`src/rtl/parking_payment.sv`:
```
// Parking exit payment controller: takes a use-time fee, collects coins, returns change
// or refunds on cancel/timeout, then holds the exit gate open for a fixed number of cycles.
module parking_payment #(
    parameter int unsigned RATE           = 1,
    parameter int unsigned GATE_CYCLES    = 8,
    parameter int unsigned TIMEOUT_CYCLES = 1000
) (
    input  logic        clk,
    input  logic        rst_n,
    input  logic        fee_valid_i,
    input  logic [10:0] fee_i,
    input  logic [3:0]  slot_i,
    input  logic        coin_valid_i,
    input  logic [1:0]  coin_sel_i,
    input  logic        cancel_i,
    output logic        fee_ready_o,
    output logic [11:0] remaining_o,
    output logic        change_valid_o,
    output logic [11:0] change_o,
    output logic        refund_o,
    output logic        coin_reject_o,
    output logic        done_o,
    output logic [3:0]  paid_slot_o,
    output logic        gate_open_o
);

    localparam int unsigned GW = (GATE_CYCLES > 1) ? $clog2(GATE_CYCLES) : 1;
    localparam int unsigned TW = (TIMEOUT_CYCLES > 1) ? $clog2(TIMEOUT_CYCLES) : 1;

    typedef enum logic [1:0] {StIdle, StCollect, StChange, StGate} state_e;

    state_e        state_q, state_d;
    logic [11:0]   due_q, due_d;
    logic [12:0]   paid_q, paid_d;
    logic [3:0]    slot_q, slot_d;
    logic [TW-1:0] to_q, to_d;
    logic [GW-1:0] gate_cnt_q, gate_cnt_d;
    logic          fee_ready_q, fee_ready_d;
    logic [11:0]   remaining_q, remaining_d;
    logic          change_valid_q, change_valid_d;
    logic [11:0]   change_q, change_d;
    logic          refund_q, refund_d;
    logic          coin_reject_q, coin_reject_d;
    logic          done_q, done_d;
    logic [3:0]    paid_slot_q, paid_slot_d;
    logic          gate_open_q, gate_open_d;

    logic [42:0] prod;
    logic [11:0] due_in;
    logic [3:0]  coin_val;
    logic [13:0] paid_sum;
    logic [12:0] paid_new;
    logic        timeout;

    assign prod   = 43'(fee_i) * 43'(RATE);
    assign due_in = (prod > 43'd4095) ? 12'hFFF : prod[11:0];

    always_comb begin
        coin_val = 4'd1;
        unique case (coin_sel_i)
            2'd0: coin_val = 4'd1;
            2'd1: coin_val = 4'd2;
            2'd2: coin_val = 4'd5;
            2'd3: coin_val = 4'd10;
        endcase
    end

    // Accumulator saturates at 13 bits; the coin of this cycle is already included.
    assign paid_sum = 14'(paid_q) + 14'(coin_valid_i ? coin_val : 4'd0);
    assign paid_new = paid_sum[13] ? 13'h1FFF : paid_sum[12:0];
    assign timeout  = !coin_valid_i && (to_q == TW'(TIMEOUT_CYCLES - 1));

    always_comb begin
        state_d        = state_q;
        due_d          = due_q;
        paid_d         = paid_q;
        slot_d         = slot_q;
        to_d           = to_q;
        gate_cnt_d     = gate_cnt_q;
        change_d       = change_q;
        change_valid_d = 1'b0;
        refund_d       = 1'b0;
        coin_reject_d  = 1'b0;
        done_d         = 1'b0;
        paid_slot_d    = paid_slot_q;

        case (state_q)
            StIdle: begin
                coin_reject_d = coin_valid_i;
                if (fee_valid_i) begin
                    if (due_in == 12'd0) begin
                        state_d     = StGate;
                        gate_cnt_d  = '0;
                        done_d      = 1'b1;
                        paid_slot_d = slot_i;
                    end else begin
                        state_d = StCollect;
                        due_d   = due_in;
                        paid_d  = '0;
                        to_d    = '0;
                        slot_d  = slot_i;
                    end
                end
            end
            StCollect: begin
                // Completion takes precedence over cancel and timeout.
                if (paid_new >= {1'b0, due_q}) begin
                    state_d        = StChange;
                    paid_d         = paid_new;
                    change_d       = 12'(paid_new - {1'b0, due_q});
                    change_valid_d = 1'b1;
                    done_d         = 1'b1;
                    paid_slot_d    = slot_q;
                end else if (cancel_i || timeout) begin
                    state_d        = StIdle;
                    change_d       = paid_new[11:0];
                    change_valid_d = 1'b1;
                    refund_d       = 1'b1;
                    paid_d         = '0;
                    to_d           = '0;
                end else begin
                    paid_d = paid_new;
                    to_d   = coin_valid_i ? '0 : to_q + TW'(1);
                end
            end
            StChange: begin
                coin_reject_d = coin_valid_i;
                state_d       = StGate;
                gate_cnt_d    = '0;
            end
            StGate: begin
                coin_reject_d = coin_valid_i;
                if (gate_cnt_q == GW'(GATE_CYCLES - 1)) begin
                    state_d = StIdle;
                end else begin
                    gate_cnt_d = gate_cnt_q + GW'(1);
                end
            end
            default: state_d = StIdle;
        endcase

        fee_ready_d = (state_d == StIdle);
        gate_open_d = (state_d == StGate);
        remaining_d = (state_d == StCollect) ? (due_d - paid_d[11:0]) : 12'd0;
    end

    always_ff @(posedge clk or negedge rst_n) begin
        if (!rst_n) begin
            state_q        <= StIdle;
            due_q          <= '0;
            paid_q         <= '0;
            slot_q         <= '0;
            to_q           <= '0;
            gate_cnt_q     <= '0;
            fee_ready_q    <= 1'b1;
            remaining_q    <= '0;
            change_valid_q <= 1'b0;
            change_q       <= '0;
            refund_q       <= 1'b0;
            coin_reject_q  <= 1'b0;
            done_q         <= 1'b0;
            paid_slot_q    <= '0;
            gate_open_q    <= 1'b0;
        end else begin
            state_q        <= state_d;
            due_q          <= due_d;
            paid_q         <= paid_d;
            slot_q         <= slot_d;
            to_q           <= to_d;
            gate_cnt_q     <= gate_cnt_d;
            fee_ready_q    <= fee_ready_d;
            remaining_q    <= remaining_d;
            change_valid_q <= change_valid_d;
            change_q       <= change_d;
            refund_q       <= refund_d;
            coin_reject_q  <= coin_reject_d;
            done_q         <= done_d;
            paid_slot_q    <= paid_slot_d;
            gate_open_q    <= gate_open_d;
        end
    end

    assign fee_ready_o    = fee_ready_q;
    assign remaining_o    = remaining_q;
    assign change_valid_o = change_valid_q;
    assign change_o       = change_q;
    assign refund_o       = refund_q;
    assign coin_reject_o  = coin_reject_q;
    assign done_o         = done_q;
    assign paid_slot_o    = paid_slot_q;
    assign gate_open_o    = gate_open_q;

endmodule

```
`config.mk`:
```
export PLATFORM = sky130hd
export DESIGN_NAME = parking_payment
export DESIGN_NICKNAME = d
export VERILOG_FILES = /design/src/rtl/parking_payment.sv
export SDC_FILE = /design/constraint.sdc
export NUM_CORES = 1
export LEC_CHECK = 0
export CAP_MARGIN = 20
export CORE_UTILIZATION = 51
export CTS_CLUSTER_SIZE = 40
export DETAILED_ROUTE_END_ITERATION = 6
export PLACE_DENSITY_LB_ADDON = 0.05
export SETUP_SLACK_MARGIN = 0.02
export SLEW_MARGIN = 20
export SYNTH_ARGS = -nofsm -noshare
export SYNTH_HDL_FRONTEND = slang
export SYNTH_SLANG_ARGS = --single-unit
```
`constraint.sdc`:
```
create_clock -name clk -period 4.84 [get_ports clk]
set_input_delay 0.968 -clock clk [delete_from_list [all_inputs] [get_ports clk]]
set_output_delay 0.968 -clock clk [all_outputs]
set_load 0.01 [all_outputs]
```
# After elaboration in Yosys (flattened, before gate mapping)
# Cells that the tools add are included.
dict set report word_totals {
  ff_bits 78
  inputBits 22
  word_cells 102
  output_inout_bits 34
}
dict set report classes {
  addsub 5
  reduce_logical 17
  mux 45
  n_eq_ne 16
  bitwise 1
  magnitude_cmp 2
}
# op count
set ops {}
lappend ops {{$mux 12} 7}
lappend ops {{$mux 13} 5}
lappend ops {{$mux 10} 5}
lappend ops {{$pmux 13 s2} 1}
lappend ops {{$sub 12x12->12} 2}
lappend ops {{$pmux 10 s2} 1}
lappend ops {{$mux 4} 4}
lappend ops {{$pmux 4 s4} 1}
lappend ops {{$add 13x4->14} 1}
lappend ops {{$ge 13x12->1} 1}
lappend ops {{$gt 11x12->1 const B} 1}
lappend ops {{$logic_not 12->1} 1}
lappend ops {{$ne 2x2->1 const B} 6}
lappend ops {{$reduce_and 4->1} 3}
lappend ops {{$add 10x1->10 const B} 1}
lappend ops {{$eq 10x10->1 const B} 1}
lappend ops {{$eq 2x2->1 const B} 5}
lappend ops {{$mux 2} 5}
lappend ops {{$mux 1} 9}
lappend ops {{$mux 3} 3}
lappend ops {{$pmux 3 s3} 1}
lappend ops {{$pmux 2 s4} 1}
lappend ops {{$pmux 4 s2} 1}
lappend ops {{$eq 2x1->1 const B} 3}
lappend ops {{13 further kinds} 17}

# Logic depth before layout (Yosys ltp)
# Gate-level depths: netlist of the first run.
dict set report logic_depth {
  word_depth 10
  ltp_mapped 25
  mapped_depth_nobuf 25
}

# Worst setup path after synthesis of the first run
# No wires, ideal clock.
dict set report synth_timing {
  path_kind {input to register}
  startpoint {in coin_valid_i}
  endpoint {reg remaining_q[10] (netlist: remaining_o[10])}
  required_time_ns 4.715
  slack_ns -1.106
  path_stages 25
  arrival_time_ns 5.822
  setup_ns 0.125
  path_buffers 0
  path_cell_list {nor2b_1 > ha_1 > inv_1 > fa_1 > nand2b_1 > a211oi_1 > and3_1 > xnor2_1 > nand2_1 > ha_1 > nand3_1 > nor2_1 > a32oi_4 > nand2_1 > nor3_1 > nor2_1 > ha_1 > fa_1 > inv_1 > a21oi_1 > maj3_2 > a2111o_1 > a31oi_1 > o21a_1 > nor3_2}
}
dict set report synth_via {
  elab_chain_cells 8
  word_cells_on_any_way 16
  classes_between {add/sub: 2; order compare: 1; eq/ne: 1; mux: 9; reduce/logical: 3}
}
# item line
set synth_rtl {}
lappend synth_rtl {{from (decl)} 13} ;# input logic coin_valid_i,
lappend synth_rtl {{$mux 4 or $logic_not 1->1 (tied branches)} {69, 71}}
lappend synth_rtl {{$add 13x4->14 or $logic_and 1x1->1 (tied branches)} {69, 71}}
lappend synth_rtl {{$mux 13 or $logic_or 1x1->1 (tied branches)} {70, 114}}
lappend synth_rtl {{$ge 13x12->1 or $mux 13 (tied branches)} {107, 114}}
lappend synth_rtl {{$mux 13 (*)} 107} ;# if (paid_new >= {1'b0, due_q}) begin
lappend synth_rtl {{$pmux 13 s2 (*)} 87} ;# case (state_q)
lappend synth_rtl {{via paid_d[0]} 34} ;# logic [12:0] paid_q, paid_d;
lappend synth_rtl {{$sub 12x12->12 (*)} 144} ;# remaining_d = (state_d == StCollect) ? (due_d - paid_d[11:0]) : 12'd0;
lappend synth_rtl {{$mux 12 (*)} 144}
lappend synth_rtl {{via remaining_d[10]} 39} ;# logic [11:0] remaining_q, remaining_d;
lappend synth_rtl {{to (signal assigned)} 172} ;# remaining_q <= remaining_d;
lappend synth_rtl {{to (decl)} 39}
# The timed path passes the listed nets; every way through them passes the cells marked *.
# A chain may end at the register's enable or synchronous reset.

# Worst setup path after layout of the first run
dict set report layout_timing {
  startpoint {in coin_sel_i[0]}
  endpoint {reg remaining_q[10] (netlist: remaining_o[10])}
}
dict set report layout_via {
  elab_chain_cells 10
  word_cells_on_any_way 17
  classes_between {add/sub: 2; order compare: 1; eq/ne: 4; mux: 9; reduce/logical: 1}
}
# item line
set layout_rtl {}
lappend layout_rtl {{from (decl)} 14} ;# input logic [1:0] coin_sel_i,
lappend layout_rtl {{$eq 2x2->1, or another cell as far along} 60} ;# unique case (coin_sel_i)
lappend layout_rtl {{$pmux 4 s4 (*)} 60}
lappend layout_rtl {{$mux 4 (*)} 69} ;# assign paid_sum = 14'(paid_q) + 14'(coin_valid_i ? coin_val : 4'd0);
lappend layout_rtl {{$add 13x4->14 (*)} 69}
lappend layout_rtl {{$mux 13 (*)} 70} ;# assign paid_new = paid_sum[13] ? 13'h1FFF : paid_sum[12:0];
lappend layout_rtl {{$ge 13x12->1 or $mux 13 (tied branches)} {107, 114}}
lappend layout_rtl {{$mux 13 (*)} 107}
lappend layout_rtl {{$pmux 13 s2 (*)} 87}
lappend layout_rtl {{via paid_d[0]} 34}
lappend layout_rtl {{$sub 12x12->12 (*)} 144}
lappend layout_rtl {{$mux 12 (*)} 144}
lappend layout_rtl {{via remaining_d[10]} 39}
# Marked as above.

==> reports/results.tsv, run 1 <==
stage	metric	value	unit
run_status	outcome	finished, violations left	
run_status	violations_in_the_final_reports	DRC, setup timing	
synthesis	cell_taking_the_most_area_after_synthesis	dfrtp_1	
drt	route.detailed.drc	3	
synthesis	combinational_family_with_the_most_area_after_synthesis	compound AO/OA/AOI/OAI gates	
timing	final_max_slew_viol_count	0	
drt	vias	4611	
timing	final.period_utilization	111.1	%
floorplan	start_util	53.66	%
worst_setup_path	crit_path_max_incr_delay	0.48	ns
timing	finalCriticalPeriod	5.376	ns
floorplan	die_y	98.49	um
drt	post_drt_wl_per_cell	16.77	um
placed_design	post-place-ws	-1.443	ns
clock_network	postCtsHoldBufs	0	
layout	total_inserted_antenna_cells	0	
floorplan	row_count	34	
synthesis	ys_async_sr_fraction	100.0	%
grt	maximum_number_of_pins_on_one_net_before_global_route_repair	79	
timing	timing.max_slew.rel_slack	41.91	%
synthesis	synth.area.mux_share	3.004	%
drt	initialDrtViolationCount	259	
clock_network	cts_made_buffers	9	
clock_network	clkLatencyLatePin	0.35	ns
worst_setup_path	cp_arrival	5.62	ns
timing	post-route-worst-setup-slack	-0.5358	ns
pwr	power.leakage	3.306	nW
layout	post_route_cells_drive_above_1_share	34.69	%
synthesis	synthSimpleGateAreaFrac	16.76	%
synthesis	synth_cell_type_count	59	
timing	worst_slew_pin_slew	0.8714	ns
floorplan	die-area	9700	um2
synthesis	ys_dominant_reg_cell	dfrtp_1	
worst_setup_path	endpoint_kind	flip-flop	
worst_setup_path	worstRegToRegCells	25	
worst_setup_path	worstPathMaxFanout	3	
drt	ant_nets	0	
grt	grt_util_all_layers	28.73	%
timing	rsz0062_at_grt	true	
clock_network	clock_tree.root_cell	clkbuf_8	
placed_design	dp_cells	776	
synthesis	yosys.area_share.adder	8.564	%
worst_setup_path	setup.reg_to_reg.worst_slack	-0.12	ns
layout	nets	758	
synthesis	synth_enable_flop_cells	0	
synthesis	syn_nets	574	
pwr	highest_ir_drop_seen_on_vdd	511.2	uV
placed_design	dpl_cell_area	6280	um2
floorplan	io_pins	56	
pwr	power_per_cell_area	667.6	nW/um2
drt	via_per_inst	5.623	
synthesis	seq_area_frac_synth	41.13	%
layout	finish.cell_count_without_fillers	820	
min_path	min_path_cells	2	
min_path	holdPathEnd	change_o[10]	
clock_network	htree_levels	3	
floorplan	floorplan.core_area	8848	um2
min_path	min_path_type	flip-flop to flip-flop	
synthesis	yosys-top-cells-area	dfrtp_1 41%, ha_1 6.9%, a21oi_1 6.1%, nor2_1 4.3%, nand2_1 3.4%	
worst_setup_path	crit-reg2reg-launch	paid_q[0]	
worst_setup_path	critPathKind	input pin to flip-flop	
clock_network	cts_tree	built	
layout	final_area	7022	um2
synthesis	post_synth.cell_area_avg	9.079	um2
worst_setup_path	cp_data_required_time	5.08	ns
synthesis	yosysTopAreaCellShare	40.58	%
grt	first_global_vias	4588	
floorplan	die_x	98.49	um
worst_setup_path	cp-start-kind	input pin	
layout	area_growth	47.88	%
job	maxCapViolCount	0	
clock_network	clkTransAtPathRegs	0.09	ns
timing	worst_clock_skew	0.01296	ns
drt	drt_pre_antenna_iters	7	
placed_design	detailedPlacementHpwl	9770	um
timing	final-setup-viol-count	9	
placed_design	portBuffers	55	
clock_network	cts_buffer_depth	2	
timing	achievable-frequency	186.0	MHz
grt	number_of_antenna_violations_at_the_first_check_in_global_routing	0	
synthesis	synthesized_area_fraction_occupied_by_ao_oa_aoi_and_oai_cells	20.61	%
worst_setup_path	worst_path_max_delay_cell	a2111o_1	
synthesis	yosysWarnings	0	
synthesis	number_of_instances_in_the_synthesized_netlist	523	
grt	global_route.overflow_total	0	
layout	area.sequential	1953	um2
grt	grt_pass1_wl	21890	um
min_path	hold_start	change_o[10]	
timing	tns	-3.279	ns
drt	routed_wl	13750	um
placed_design	finalWeightedCongestion	0.9314	
timing	report.final.hold_viol_count	0	
layout	multi_input_comb_area	2994	um2
synthesis	syn_area	4748	um2
synthesis	xor_and_xnor_area_share_after_synthesis	5.165	%
layout	n_fill_cell	585	
worst_setup_path	rr_endpoint	remaining_o[10]	
clock_network	clock_sinks	78	
synthesis	count_of_state_elements_after_synthesis	78	
## worst max-delay path: cells and delay by family
family,cells,cell delay (ns)
fa+ha+maj,6,1.59
buf+inv,4,0.38
xor+xnor,1,0.12
simple gates,9,1.07
compound gates,7,1.49
## Yosys cell counts, drive strengths merged, types with 8 or more instances
cell,instances
nor3,12
nor2,55
nand2,43
a21oi,61
a21o,11
ha,26
a22oi,8
clkbuf,11
a22o,9
inv,40
xnor2,18
dfrtp,77
a31oi,10
mux2,10
nand3,13
xor2,10
o21ai,18
## sequential cells by signal, indices dropped and copies added, names as in the netlist, 2 cells and up, named ones only
name         count
remaining_o     12
slot_q           4
change_o        12
due_q           12
paid_q          12
to_q            10
state_q          2
paid_slot_o      4
gate_cnt_q       3
## cell type report
class                           instances  share of cell area, %
Multi-Input combinational cell        389                  42.64
Inverter                               40                  2.138
Timing Repair Buffer                  189                  22.58
Clock buffer                            9                  1.764
Clock inverter                          7                  1.140
Tap cell                              108                  1.924
Sequential cell                        78                  27.82
## where the power goes
part,internal [mW],leakage (nW),switching (mW)
sequential,0.881,1.00,0.131
combinational,1.62,2.20,1.54
clock,0.246,0.102,0.269
## layer usage
| metal | share of wire (%) | vias to the layer above | wire, um | GRT usage, % |
|---|---|---|---|---|
| met5 | 0 | - | 0 | 0 |
| met3 | 5.2 | 22 | 710 | 4.965 |
| met2 | 49 | 146 | 6802 | 49.35 |
| met4 | 1.9 | 0 | 257 | 8.496 |
| met1 | 44 | 2222 | 5984 | 37.35 |
| li1 | - | 2221 | - | - |
## logic make-up (layout without fill, tap and decap cells)
kind of cell,after synthesis,after routing
fa+ha+maj,31,31
mux,13,13
compound gates,151,151
flops,78,78
simple gates,166,166
buf+inv,56,245
xor+xnor,28,28
## per-stage QoR
step                power [mW]  hold slack, ns  util [%]
global placement         3.568          0.4807     70.97
detailed placement       3.655          0.4775     70.97
floorplan                2.558          0.4708         -
global route             5.007          0.5256     79.36
finish                   4.688          0.4959     79.36
CTS                      4.387          0.5004     76.44
## worst max-delay path by stage
stage | from | endpoint | slack, ns | depth (start not counted)
6_report | coin_sel_i[0] | remaining_o[10] | -0.54 | 27
5_1_grt | coin_sel_i[0] | remaining_o[10] | -0.69 | 27
4_1_cts | coin_valid_i | remaining_o[9] | -0.44 | 25
3_5_place_dp | coin_valid_i | remaining_o[10] | -1.44 | 25
3_3_place_gp | coin_valid_i | remaining_o[10] | -1.37 | 25
2_1_floorplan | coin_valid_i | remaining_o[10] | -0.52 | 23
## timing repair
action	4_1_cts	5_1_grt
gates resized for setup	50	31
pin swaps	39	39
endpoints found under the setup margin	34	18
setup buffers	17	12
endpoints found under the hold margin	0	0
## placed cells by master, fill, tap and decap left out, types with 6 or more instances in the layout
master	n
a21o_1	11
a21oi_1	43
a21oi_2	15
a22o_1	8
a22oi_1	7
a31oi_1	8
buf_4	129
buf_6	6
clkbuf_8	9
clkdlybuf4s50_1	51
dfrtp_1	77
ha_1	18
ha_4	7
inv_1	36
mux2_2	10
nand2_1	40
nand2b_1	6
nand3_1	9
nor2_1	51
nor3_1	7
o21ai_0	13
xnor2_1	15
xor2_1	10
No activity file was read; power rests on OpenSTA's default activity.
==> run 2, diff against run 1 <==
- CORE_UTILIZATION: 51 -> 61
- MAX_ROUTING_LAYER: default -> met4
- clock period: 4.84 -> 6.2 ns (I/O delays scaled with it)
==> run 2 against run 1 <==
Net effect: the flow finishes with violations (DRC); first-iteration DRC count up 69%; register-to-register slack better by 1.2 ns; sequential power down 21%; die area down 16%; sequential share of layout area up 3.3 points; final cell count down 8.5%; hold slack worse by 0.010 ns; design area down 10%; critical path type unchanged; critical endpoint unchanged; largest cell class unchanged; largest power group unchanged.
==> reports/results.tsv, run 2 (same netlist as run 1, synthesis figures left out) <==
stage	metric	value	unit
worst_setup_path	cp-start-kind	input pin	
drt	ant_nets	0	
floorplan	io_pins	56	
job	maxCapViolCount	0	
timing	worst_clock_skew	0.01106	ns
worst_setup_path	endpoint_kind	flip-flop	
min_path	min_path_type	flip-flop to flip-flop	
drt	routed_wl	13620	um
drt	via_per_inst	6.089	
drt	route.detailed.drc	18	
pwr	highest_ir_drop_seen_on_vdd	399.8	uV
drt	vias	4567	
floorplan	die_y	90.23	um
clock_network	cts_buffer_depth	2	
clock_network	clock_tree.root_cell	clkbuf_8	
clock_network	htree_levels	3	
timing	final_max_slew_viol_count	0	
floorplan	row_count	31	
grt	global_route.overflow_total	0	
grt	groute.layer.met2.usage	52.93	%
pwr	power_per_cell_area	510.4	nW/um2
layout	post_route_cells_drive_above_1_share	22.12	%
timing	tns	0	ns
worst_setup_path	cp_arrival	6.37	ns
layout	final_common_cell	dfrtp_1	
floorplan	start_util	64.43	%
placed_design	detailedPlacementHpwl	9521	um
clock_network	clkTransAtPathRegs	0.08	ns
floorplan	floorplan.core_area	7370	um2
grt	grt_use_met3	4.907	%
timing	worst_hold_slack	0.4854	ns
worst_setup_path	critPathKind	input pin to flip-flop	
clock_network	postCtsHoldBufs	0	
run_status	violations_in_the_final_reports	DRC	
layout	most-common-layout-cells	77 x dfrtp_1, 73 x buf_4, 53 x nor2_1	
grt	first_global_vias	4482	
clock_network	clock_sinks	78	
layout	post-route-util	85.28	%
drt	drt_pre_antenna_iters	7	
placed_design	dp_cells	726	
pwr	power.leakage	2.987	nW
timing	final-setup-viol-count	0	
grt	grt_util_all_layers	34.00	%
worst_setup_path	worstPathMaxFanout	5	
layout	multi_input_comb_area	2735	um2
timing	final.period_utilization	98.18	%
placed_design	portBuffers	55	
grt	number_of_antenna_violations_at_the_first_check_in_global_routing	0	
worst_setup_path	cp_data_required_time	6.48	ns
drt	post_drt_wl_per_cell	18.16	um
layout	nets	698	
timing	finalCriticalPeriod	6.087	ns
run_status	outcome	finished, violations left	
floorplan	die-area	8141	um2
layout	total_inserted_antenna_cells	0	
floorplan	die_x	90.23	um
layout	area.sequential	1953	um2
drt	initialDrtViolationCount	437	
layout	finish.cell_count_without_fillers	750	
clock_network	clkLatencyLatePin	0.36	ns
timing	worst_slew_pin_slew	0.9769	ns
timing	achievable-frequency	164.3	MHz
clock_network	cts_tree	built	
grt	maximum_number_of_pins_on_one_net_before_global_route_repair	79	
clock_network	cts_made_buffers	9	
timing	report.final.hold_viol_count	0	
timing	timing.max_slew.rel_slack	34.87	%
grt	grtUsageMet1	44.52	%
layout	area_growth	32.36	%
layout	final_area	6285	um2
grt	grt_busiest_layer	met2	
placed_design	finalWeightedCongestion	0.9244	
grt	grt_pass1_wl	21220	um
placed_design	dpl_cell_area	5837	um2
layout	n_fill_cell	419	
-- run 2: changes by cell type in the layout (fill, tap and decap cells not counted), moves of 4 or more --
cell / change
inv_1: +4
buf_6: -4
a21oi_1: +6
buf_4: -56
inv_2: -4
-- run 2: layout make-up --
| cell class | instances | share of cell area, % |
|---|---|---|
| clock buffer | 11 | 2.409 |
| timing repair buffer | 129 | 17.76 |
| tap | 99 | 1.971 |
| clock inverter | 4 | 0.8760 |
| sequential | 78 | 31.08 |
| inverter | 40 | 2.389 |
| multi-input combinational | 389 | 43.52 |
-- run 2: critical path: stages --
cell and delay, ns:
dlymetal6s2s_1 0.14, buf_4 0.16, and2_1 0.18, buf_4 0.14, ha_1 0.33, a21oi_2 0.23, o22ai_1 0.15, buf_4 0.18
a21oi_1 0.19, a31o_2 0.17, inv_1 0.08, ha_1 0.34, nand2_1 0.12, o211ai_1 0.20, a31oi_2 0.28, a21oi_2 0.09
a22o_1 0.30, buf_4 0.14, fa_2 0.36, inv_1 0.07, a21oi_1 0.06, maj3_2 0.33, a2111o_1 0.45, a31oi_2 0.20
nor3_1 0.08, nor3_2 0.15
-- run 2: through the flow --
step           power, mW  setup WS, ns
2_1_floorplan      1.942        0.1382
3_3_place_gp       2.555       -0.3276
3_5_place_dp       2.648       -0.4762
4_1_cts            3.095       0.04128
5_1_grt            3.431      -0.08675
6_report           3.208        0.1129
-- run 2: final timing paths --
check	from	end	slack (ns)	depth (start not counted)
worst max-delay path	coin_valid_i	remaining_o[10]	0.11	26
worst min-delay path	change_o[10]	change_o[10]	0.49	2
min in group asynchronous	rst_n	paid_slot_o[3]	1.02	1
max in group asynchronous	rst_n	paid_q[12]	4.53	1
worst min register to register	change_o[10]	change_o[10]	0.49	2
worst max register to register	flip-flop	remaining_o[10]	1.10	22
-- run 2: repair_timing --
action	4_1_cts	5_1_grt
setup buffers	3	6
resized for setup	9	29
pin swaps	7	14
cloned	0	0
setup endpoints to repair	6	9
-- run 2: power breakdown --
part           leakage (nW)  internal [mW]  total (mW)  switching (mW)
Combinational          1.88          0.946        2.00            1.06
Clock                 0.102          0.208       0.405           0.197
Sequential             1.00          0.688       0.798           0.110
Total                  2.99           1.84        3.21            1.37
-- run 2: layer usage --
metal  up-vias  share of wire (%)
met2       212                 49
met1      2205                 42
met4         0                3.1
met5         -                  0
li1       2098                  -
met3        52                5.8
==> run 3, diff against run 2 <==
- CORE_ASPECT_RATIO: default -> 1.5
==> run 3 against run 2 <==
Net effect: the run ends with setup timing left; die area hardly changed; sequential power is 0.8% higher; non-clock buffer count is 14 higher; clock-buffer cell count is 2 higher; clock power is 46% higher; core utilization is 1.4 points higher; highest routed layer unchanged.
==> reports/results.tsv, run 3 (same netlist as run 1, synthesis figures left out) <==
stage	metric	value	unit
timing	final.period_utilization	101.7	%
clock_network	clkLatencyLatePin	0.34	ns
clock_network	cts_tree	built	
worst_setup_path	cp-start-kind	input pin	
timing	worst_clock_skew	0.004445	ns
layout	area.sequential	1953	um2
drt	wirelength_met1	5388	um
worst_setup_path	cp_arrival	6.56	ns
job	maxCapViolCount	0	
layout	multi_input_comb_area	2774	um2
drt	route.detailed.drc	0	
pwr	power.leakage	3.105	nW
drt	routed_wl	15040	um
layout	final_common_cell	buf_4	
run_status	outcome	finished, violations left	
timing	tns	-0.2291	ns
clock_network	cts_buffer_depth	2	
worst_setup_path	critical_path.startpoint	coin_sel_i[1]	
grt	grt_util_all_layers	36.73	%
placed_design	detailedPlacementHpwl	9782	um
floorplan	row_count	39	
clock_network	clock_tree.root_cell	clkbuf_16	
min_path	hold_start	change_o[10]	
drt	ant_nets	0	
floorplan	io_pins	56	
layout	area_growth	38.02	%
placed_design	finalWeightedCongestion	0.9370	
clock_network	clkTransAtPathRegs	0.06	ns
timing	worst_slew_pin_slew	1.082	ns
timing	report.final.hold_viol_count	0	
clock_network	htree_levels	3	
drt	post_drt_wl_per_cell	19.59	um
pwr	power_per_cell_area	534.3	nW/um2
floorplan	die_x	74.04	um
run_status	violations_in_the_final_reports	setup timing	
drt	met3_length	876	um
grt	maximum_number_of_pins_on_one_net_before_global_route_repair	79	
layout	total_inserted_antenna_cells	0	
drt	initialDrtViolationCount	473	
floorplan	floorplan.core_area	7564	um2
grt	global_route.overflow_total	0	
grt	first_global_vias	4551	
clock_network	clock_sinks	78	
worst_setup_path	critPathKind	input pin to flip-flop	
layout	nets	712	
worst_setup_path	cp_data_required_time	6.45	ns
worst_setup_path	worstPathMaxFanout	4	
worst_setup_path	endpoint_kind	flip-flop	
grt	grt_pass1_wl	21170	um
timing	post-route-worst-setup-slack	-0.1079	ns
drt	drt_pre_antenna_iters	5	
timing	finalCriticalPeriod	6.308	ns
pwr	highest_ir_drop_seen_on_vdd	354.6	uV
pwr	fin_total_pwr	3.502	mW
min_path	min_path_type	flip-flop to flip-flop	
drt	dr.max_layer_used	met4	
floorplan	start_util	62.78	%
clock_network	cts_made_buffers	9	
drt	vias	4770	
grt	number_of_antenna_violations_at_the_first_check_in_global_routing	0	
clock_network	postCtsHoldBufs	0	
drt	via_per_inst	6.211	
layout	most-common-layout-cells	85 x buf_4, 77 x dfrtp_1, 52 x clkdlybuf4s50_1	
floorplan	die_y	110.1	um
floorplan	die-area	8148	um2
timing	achievable-frequency	158.5	MHz
timing	timing.max_slew.rel_slack	26.94	%
layout	n_fill_cell	408	
timing	final-setup-viol-count	3	
placed_design	portBuffers	55	
timing	final_max_slew_viol_count	0	
drt	met2RoutedLength	7733	um
layout	post_route_cells_drive_above_1_share	24.92	%
-- run 3: layout make-up --
type                       count  area share [%]
clock inverter                 3          0.9927
multi-input combinational    389           42.33
clock buffer                  13           4.124
tap                          102           1.947
sequential                    78           29.80
inverter                      40           2.291
timing repair buffer         143           18.52
-- run 3: report_power, final --
group	switching, mW	internal [mW]
combinational	1.11	1.00
sequential	0.115	0.690
clock	0.206	0.385
-- run 3: path summary, 6_finish.rpt --
| check | end | slack (ns) | cells after the start |
|---|---|---|---|
| min in group asynchronous | change_o[2] | 1.04 | 1 |
| hold reg to reg | change_o[10] | 0.50 | 2 |
| setup / recovery | remaining_o[10] | -0.11 | 23 |
| max in group asynchronous | remaining_o[0] | 4.49 | 1 |
| setup reg to reg | remaining_o[10] | 0.82 | 23 |
| hold / removal | change_o[10] | 0.50 | 2 |
-- run 3: repair_timing --
| action | CTS | global route |
|---|---|---|
| endpoints found under the setup margin | 6 | 6 |
| resized for setup | 26 | 27 |
| buffers inserted | 4 | 9 |
| pin swaps | 14 | 21 |
| hold endpoints to repair | 0 | 0 |
-- run 3: critical path: stages --
cell and delay (ns):
clkdlybuf4s50_1 0.49, and3_4 0.20, ha_4 0.18, nor2_1 0.49, a21oi_1 0.23, xor2_1 0.20, or2_2 0.30, ha_1 0.32
a21oi_2 0.19, o21ai_2 0.10, a32oi_4 0.27, nand2_2 0.13, nor3_4 0.21, nor2_1 0.10, ha_1 0.23, fa_2 0.35
inv_1 0.06, a21oi_1 0.06, maj3_2 0.33, a2111o_1 0.45, a31oi_2 0.17, nor3_1 0.08, nor3_2 0.16
-- run 3: through the flow --
stage,util [%],hold WS (ns),std cells,worst slack (ns),instance area (um2)
2_1_floorplan,-,0.4708,523,0.1382,4753
6_report,86.65,0.4961,768,-0.1079,6554
3_5_place_dp,78.21,0.4848,739,-0.7149,5916
3_3_place_gp,78.21,0.4830,739,-0.5214,5916
5_1_grt,86.65,0.5176,768,-0.1905,6554
4_1_cts,84.35,0.4998,759,0.08811,6380
-- run 3: layer usage --
layer	up-vias	track usage, %
li1	2136	-
met1	2283	37.64
met2	260	62.73
met3	91	5.455
met4	0	26.92
met5	-	-
